[config.mk]
export PLATFORM = sky130hd
export DESIGN_NAME = gpio_bank
export DESIGN_NICKNAME = d
export VERILOG_FILES = /design/src/rtl/gpio_bank.sv
export SDC_FILE = /design/constraint.sdc
export NUM_CORES = 1
export LEC_CHECK = 0
export BUFFER_PORTS_ARGS = -buffer_cell sky130_fd_sc_hd__clkbuf_2
export CAP_MARGIN = 20
export CORE_MARGIN = 2
export CORE_UTILIZATION = 55
export CTS_CLUSTER_DIAMETER = 100
export DETAILED_ROUTE_END_ITERATION = 7
export GPL_TIMING_DRIVEN = 1
export PLACE_DENSITY = 0.76
export SYNTH_ARGS = -nofsm -noshare
export SYNTH_HDL_FRONTEND = slang
export SYNTH_SLANG_ARGS = --single-unit
[constraint.sdc]
create_clock -name pll_clk -period 4.78 [get_ports pll_clk]
set_clock_uncertainty 0.2 [all_clocks]
set_input_delay 0 -clock pll_clk [delete_from_list [all_inputs] [get_ports pll_clk]]
set_output_delay 0 -clock pll_clk [all_outputs]
set_load 0.01 [all_outputs]
[src/rtl/gpio_bank.sv]
// rtl/gpio_bank.sv - GPIO bank with a bus register file, 2-flop input sync,
// per-pin debounce, and edge-detect interrupt status.
module gpio_bank #(
  parameter int NPINS = 16,
  parameter int DBW   = 4
) (
  input  logic             pll_clk,
  input  logic             reset,
  input  logic             iomem_valid,
  output logic             iomem_ready,
  input  logic [4:0]       iomem_addr,
  input  logic [3:0]       iomem_wstrb,
  input  logic [31:0]      iomem_wdata,
  output logic [31:0]      iomem_rdata,
  input  logic [NPINS-1:0] pad_in,
  output logic [NPINS-1:0] pad_out,
  output logic [NPINS-1:0] pad_oeb,
  output logic             irq
);

  localparam logic [2:0] REG_OUT      = 3'd0;
  localparam logic [2:0] REG_OEB      = 3'd1;
  localparam logic [2:0] REG_IN       = 3'd2;
  localparam logic [2:0] REG_RISE_EN  = 3'd3;
  localparam logic [2:0] REG_FALL_EN  = 3'd4;
  localparam logic [2:0] REG_STATUS   = 3'd5;
  localparam logic [2:0] REG_DEBOUNCE = 3'd6;

  logic             r_ready;
  logic [31:0]      r_rdata;
  logic [NPINS-1:0] r_out;
  logic [NPINS-1:0] r_oeb;
  logic [NPINS-1:0] r_rise_en;
  logic [NPINS-1:0] r_fall_en;
  logic [NPINS-1:0] r_status;
  logic [DBW-1:0]   r_deb;
  logic [NPINS-1:0] r_sync1;
  logic [NPINS-1:0] r_sync2;
  logic [NPINS-1:0] r_stable;
  logic [NPINS-1:0] r_stable_q;
  logic [DBW-1:0]   r_cnt [NPINS];

  logic             w_accept;
  logic             w_wr;
  logic [2:0]       w_sel;
  logic [31:0]      w_bytemask;
  logic [31:0]      w_out32;
  logic [31:0]      w_oeb32;
  logic [31:0]      w_in32;
  logic [31:0]      w_rise32;
  logic [31:0]      w_fall32;
  logic [31:0]      w_status32;
  logic [31:0]      w_deb32;
  logic [31:0]      w_out_m;
  logic [31:0]      w_oeb_m;
  logic [31:0]      w_rise_m;
  logic [31:0]      w_fall_m;
  logic [31:0]      w_deb_m;
  logic [31:0]      w_clr32;
  logic [31:0]      w_rd_mux;
  logic [NPINS-1:0] w_clr;
  logic [NPINS-1:0] w_set;
  logic             w_unused_ok;

  // A request is taken only while ready is low, so back-to-back requests
  // alternate accept / ready cycles.
  assign w_accept   = iomem_valid && !r_ready;
  assign w_wr       = w_accept && (iomem_wstrb != 4'b0000);
  assign w_sel      = iomem_addr[4:2];
  assign w_bytemask = {{8{iomem_wstrb[3]}}, {8{iomem_wstrb[2]}},
                       {8{iomem_wstrb[1]}}, {8{iomem_wstrb[0]}}};

  always_comb begin
    w_out32    = '0;
    w_oeb32    = '0;
    w_in32     = '0;
    w_rise32   = '0;
    w_fall32   = '0;
    w_status32 = '0;
    w_deb32    = '0;
    w_out32[NPINS-1:0]    = r_out;
    w_oeb32[NPINS-1:0]    = r_oeb;
    w_in32[NPINS-1:0]     = r_stable;
    w_rise32[NPINS-1:0]   = r_rise_en;
    w_fall32[NPINS-1:0]   = r_fall_en;
    w_status32[NPINS-1:0] = r_status;
    w_deb32[DBW-1:0]      = r_deb;
  end

  assign w_out_m  = (w_out32  & ~w_bytemask) | (iomem_wdata & w_bytemask);
  assign w_oeb_m  = (w_oeb32  & ~w_bytemask) | (iomem_wdata & w_bytemask);
  assign w_rise_m = (w_rise32 & ~w_bytemask) | (iomem_wdata & w_bytemask);
  assign w_fall_m = (w_fall32 & ~w_bytemask) | (iomem_wdata & w_bytemask);
  assign w_deb_m  = (w_deb32  & ~w_bytemask) | (iomem_wdata & w_bytemask);
  assign w_clr32  = iomem_wdata & w_bytemask;

  assign w_clr = (w_wr && (w_sel == REG_STATUS)) ? w_clr32[NPINS-1:0] : '0;
  assign w_set = (r_stable & ~r_stable_q & r_rise_en) |
                 (~r_stable & r_stable_q & r_fall_en);

  always_comb begin
    w_rd_mux = '0;
    case (w_sel)
      REG_OUT:      w_rd_mux = w_out32;
      REG_OEB:      w_rd_mux = w_oeb32;
      REG_IN:       w_rd_mux = w_in32;
      REG_RISE_EN:  w_rd_mux = w_rise32;
      REG_FALL_EN:  w_rd_mux = w_fall32;
      REG_STATUS:   w_rd_mux = w_status32;
      REG_DEBOUNCE: w_rd_mux = w_deb32;
      default:      w_rd_mux = '0;
    endcase
  end

  always_ff @(posedge pll_clk) begin
    if (reset) begin
      r_ready <= 1'b0;
      r_rdata <= '0;
    end else begin
      r_ready <= w_accept;
      r_rdata <= (w_accept && !w_wr) ? w_rd_mux : '0;
    end
  end

  always_ff @(posedge pll_clk) begin
    if (reset) begin
      r_out     <= '0;
      r_oeb     <= '1;
      r_rise_en <= '0;
      r_fall_en <= '0;
      r_deb     <= '0;
    end else if (w_wr) begin
      case (w_sel)
        REG_OUT:      r_out     <= w_out_m[NPINS-1:0];
        REG_OEB:      r_oeb     <= w_oeb_m[NPINS-1:0];
        REG_RISE_EN:  r_rise_en <= w_rise_m[NPINS-1:0];
        REG_FALL_EN:  r_fall_en <= w_fall_m[NPINS-1:0];
        REG_DEBOUNCE: r_deb     <= w_deb_m[DBW-1:0];
        default:      ;
      endcase
    end
  end

  // A new edge event beats a simultaneous write-one-to-clear.
  always_ff @(posedge pll_clk) begin
    if (reset) begin
      r_status <= '0;
    end else begin
      r_status <= (r_status & ~w_clr) | w_set;
    end
  end

  always_ff @(posedge pll_clk) begin
    if (reset) begin
      r_sync1    <= '0;
      r_sync2    <= '0;
      r_stable   <= '0;
      r_stable_q <= '0;
    end else begin
      r_sync1    <= pad_in;
      r_sync2    <= r_sync1;
      r_stable_q <= r_stable;
      for (int i = 0; i < NPINS; i++) begin
        if ((r_sync2[i] != r_stable[i]) && (r_cnt[i] >= r_deb)) begin
          r_stable[i] <= r_sync2[i];
        end
      end
    end
  end

  // The >= compare lets a lowered threshold take effect on counters already past it.
  always_ff @(posedge pll_clk) begin
    if (reset) begin
      for (int i = 0; i < NPINS; i++) begin
        r_cnt[i] <= '0;
      end
    end else begin
      for (int i = 0; i < NPINS; i++) begin
        if (r_sync2[i] == r_stable[i]) begin
          r_cnt[i] <= '0;
        end else if (r_cnt[i] >= r_deb) begin
          r_cnt[i] <= '0;
        end else begin
          r_cnt[i] <= r_cnt[i] + 1'b1;
        end
      end
    end
  end

  assign w_unused_ok = ^{iomem_addr[1:0], w_out_m, w_oeb_m, w_rise_m,
                         w_fall_m, w_deb_m, w_clr32};

  assign iomem_ready = r_ready;
  assign iomem_rdata = r_rdata;
  assign pad_out     = r_out;
  assign pad_oeb     = r_oeb;
  assign irq         = |r_status;

endmodule
; After elaboration in Yosys (flattened, before gate mapping)
; Memory sizes are Yosys's and may differ from the RTL's.
; Index checks and enable logic that the tools add are counted.
[word_totals]
wordCells = 428
inputBits = 60
regBits = 181
rom_bits = 0
mem_count = 1
latchBits = 0
output_inout_bits = 66
ram_bits = 64
[op_classes]
addsub = 16
n_shift = 0
n_lt_le_gt_ge = 16
n_div = 0
n_eq_ne = 38
n_reduce_logical = 31
n_mul = 0
mux = 228
n_bitwise = 71
[memory_table]
columns = name, depth, word_bits, read_ports, rd_ports_with_merged_regs, wr, line_no
row1 = r_cnt, 16, 4, 16, 0, 16, 41  ; logic [DBW-1:0] r_cnt [NPINS];
[op_table]
columns = op, n
row1 = $mux 4, 48
row2 = $mux 1, 178
row3 = $and 16x16->16, 10
row4 = $pmux 16 s7, 1
row5 = $or 16x16->16, 6
row6 = $add 4x1->4 const B, 16
row7 = $ge 4x4->1, 16
row8 = $not 16->16, 4
row9 = $or 1x1->1, 48
row10 = $logic_and 1x1->1, 20
row11 = $eq 1x1->1, 16
row12 = $mux 16, 1
row13 = $ne 1x1->1, 16
row14 = $reduce_or 16->1, 1
row15 = $reduce_and 2->1, 5
row16 = $eq 3x3->1 const B, 3
row17 = $eq 3x2->1 const B, 2
row18 = $and 4x4->4, 1
row19 = $or 4x4->4, 1
row20 = $reduce_bool 4->1, 1
row21 = $eq 3x1->1 const B, 1
row22 = $logic_not 3->1, 1
row23 = $logic_not 1->1, 2
row24 = $reduce_or 2->1, 1
row25 = $not 1->1, 1

; Logic depth before layout (Yosys ltp)
[depth]
ltp_word = 8
ltp_mapped = 7
depth_no_buf = 6

; Worst setup path before layout
; Ideal clock, no wire load.
[synth_timing]
kind = flip-flop to flip-flop
startpoint = register (tool-made name)
endpoint = memory r_cnt[2][2], in the netlist r_cnt[0][10] (data pin)
path_stages_with_launch = 6
setup_time_ns = 0.141
setup_slack_ns = 2.524
arrival_time_ns = 1.914
t_required_ns = 4.439
path_buffers = 0
period_less_slack_ns = 2.256
path_cell_list = dfxtp_1 > ha_1 > nand2b_1 > a2111oi_0 > o21ai_0 > nor2_1
[synth_lines]
columns = element, line_no
row1 = to (decl), 41

==> run metrics <==
Synth Area in Compound Gates=10.65%; Cell Rows=52; Wirelength per Cell=16.16 µm; Syn Std Cell Area=11,120 µm²; Adder-Cell Fraction of Synth Area=9.003%; ANT cells=0; Setup Fix Bufs, Post-CTS=0; die area=21,370 µm²; met1 Resource Use GR=31.01%; total design power=0.004241 W; DRT iter0 DRCs=575; remaining global-route overflow=0; critical path class=reg -> reg; switch share=22.94%; Worst Path Arrival=3.15 ns; syn avg cell area=10.01 µm²; clock latency reported for the late side of the worst-skew pair=0.51 ns; antenna viol nets, final=0; vias in the first global route=8,461; met2 usage=40.80%; max-slew violation count=0; vias per cell=5.467; synth warn=0; Max VDD drop=0.0002107 V; Starting Density=55.48%; PwrDens=320.2 nW/µm²; Fmax=0.3342 GHz; top_reg_cell synth=dfxtp_1; Tcrit/Tclk final=62.59%; Sink Count=229; Worst Tran Pin Value=1.089 ns; Pleak=5.306 nW; Synth area leaders=dfxtp_1, edfxtp_1, ha_1, nor2_1, nor2b_1; Placer Congestion=0.8253; final setup TNS=0 ns; first-pass GRT wire length=42,000 µm; Yosys cell types=52; final hold vios=0; H-tree depth=1; Synth area leader=dfxtp_1; startpoint types=flip-flop; GRT Util Overall=23.75%; # DRC=0; DR vias=8,703; Slew headroom=26.87%; post-DP HPWL=16,670 µm; largest family of logic cells by synthesized area=simple AND/OR/NAND/NOR gates; Die Span Y=146.2 µm; CP Data Required Time=4.94 ns; final setup vio count=0; post-route cell area=13,240 µm²; clk buf depth=3; placed inst area=11,920 µm²; Final Critical Period=2.992 ns; GR Layer Usage met3=3.000%; Filler cells=1,564; Int Power=0.003268 W; status=completed; post-synthesis xor/xnor area fraction=3.781%; Syn Inst Count=1,111; layout cells sized above 1=13.31%; Comb pwr share=7.7%; Initial DRT Pass Iterations=6; global routing's busiest layer=met2; post-synthesis sequential area ratio=47.00%; IO Pins=126; Post-synth ARST share=0%; top cell type's share of synthesized area=29.71%; fin nets=1,445; largest net degree at the start of global routing=104; worst hold path class=in -> reg; initial antenna violation count=0; Seq cells post-synth=229; core box area=20,040 µm²; count leader, synth=dfxtp_1; maximum capacitance violations=0; Seq pwr share=49.3%; CTS tree=done; Die Wd=146.2 µm; DP Worst Slack=1.813 ns; commonest cells in the netlist=dfxtp_1, nor2_1, ha_1, nor2b_1, nand2_1; root buf cell=clkbuf_16; TritonCTS buffer count=24; clk slew on worst S/H paths=0.06 ns; final worst slack=1.788 ns; final hold slack=0.03466 ns; Post-Synth Simple-Gate Area=18.34%; RSZ-0062 raised after global routing=no; NetSw=0.0009729 W; # port buffers=91; Post-synth EDFFs=64; CP max FO=18; post-synthesis mux area share=6.235%; clock power share=43.0%; Area growth syn-to-layout=19.11%; routed wire length=25,730 µm; Worst setup EP type=flip-flop
[layout by cell type (no fill, tap or decap), types with 9 or more instances in the layout]
master | Yosys | layout
nand4_1 | 19 | 19
ha_1 | 80 | 80
o22a_1 | 12 | 12
nand2b_1 | 10 | 10
xnor2_1 | 32 | 32
a32oi_1 | 17 | 17
conb_1 | 2 | 80
o21ai_0 | 40 | 40
nor2b_1 | 72 | 71
nand2_1 | 68 | 68
dlygate4sd3_1 | 0 | 54
mux2i_1 | 31 | 31
nand3_1 | 41 | 41
xor2_1 | 16 | 16
clkbuf_16 | 0 | 26
edfxtp_1 | 64 | 64
dfxtp_1 | 165 | 165
mux2_2 | 22 | 22
and3_1 | 9 | 9
inv_1 | 54 | 54
clkbuf_2 | 0 | 90
nand3b_1 | 16 | 16
a21oi_1 | 40 | 40
nor2_1 | 143 | 143
[cells by family (layout without fill, tap and decap cells)]
kind of cell / Yosys count / count (layout)
AND/OR/NAND/NOR: 405 / 405
flip-flops: 229 / 229
AO/OA/AOI/OAI: 173 / 173
buffers and inverters: 115 / 248
adder cells (fa/ha/maj): 80 / 80
multiplexers: 59 / 59
XOR/XNOR: 48 / 48
other: 2 / 80
[final timing paths]
path / from / endpoint / slack (ns) / cells after the start
worst max register to register: flip-flop / r_cnt[1][24]$_SDFFCE_PP0P_ / 1.79 / 5
worst max-delay path: flip-flop / r_cnt[1][24]$_SDFFCE_PP0P_ / 1.79 / 5
worst min register to register: r_sync1[2]$_SDFF_PP0_ / r_sync2[2]$_SDFF_PP0_ / 0.24 / 1
worst min-delay path: pad_in[6] / r_sync1[6]$_SDFF_PP0_ / 0.03 / 3
[critical path: stages (launching register included)]
cell and delay [ns]:
dfxtp_1 0.96, ha_1 0.36, nand2b_1 0.13, a2111oi_0 0.66
o21ai_0 0.34, nor2_1 0.17
[through the flow]
stage	util [%]	std cells
final	66.08	1592
after detailed placement	59.49	1495
after global placement	59.49	1495
after floorplan	-	1189
after global routing	66.08	1592
after CTS	66.08	1592
[what timing repair did]
action / in CTS / in global routing
endpoints found under the hold margin: 133 / 0
hold buffers: 54 / 0
gates resized for setup: 0 / 0
[power groups by stage]
stage	Clock [W]	Combinational, W	Sequential, W
finish	0.00182	0.000328	0.00209
global route	0.00193	0.000367	0.00209
CTS	0.00186	0.000323	0.00209
detailed placement	0	0.000292	0.00213
global placement	0	0.000284	0.00213
floorplan	0	0.000228	0.00212
[layer usage]
layer  vias up  wire (µm)  part of all wire [%]
li1       4239          -                     -
met1      4090      11200                    44
met2       320      11960                    46
met3        54       1783                   6.9
met4         0        784                   3.0
met5         -          0                     0
[cell type report]
type / count / area (µm²) / share of cell area, %
clock buffers: 38 / 755.7 / 5.707
multi-input cells: 845 / 5640 / 42.59
flip-flops and latches: 229 / 5225 / 39.46
clock inverters: 5 / 25.02 / 0.1890
inverters: 54 / 202.7 / 1.531
repair buffers: 151 / 1056 / 7.974
well taps: 270 / 337.8 / 2.551
Power figures use the tool's default switching activity.
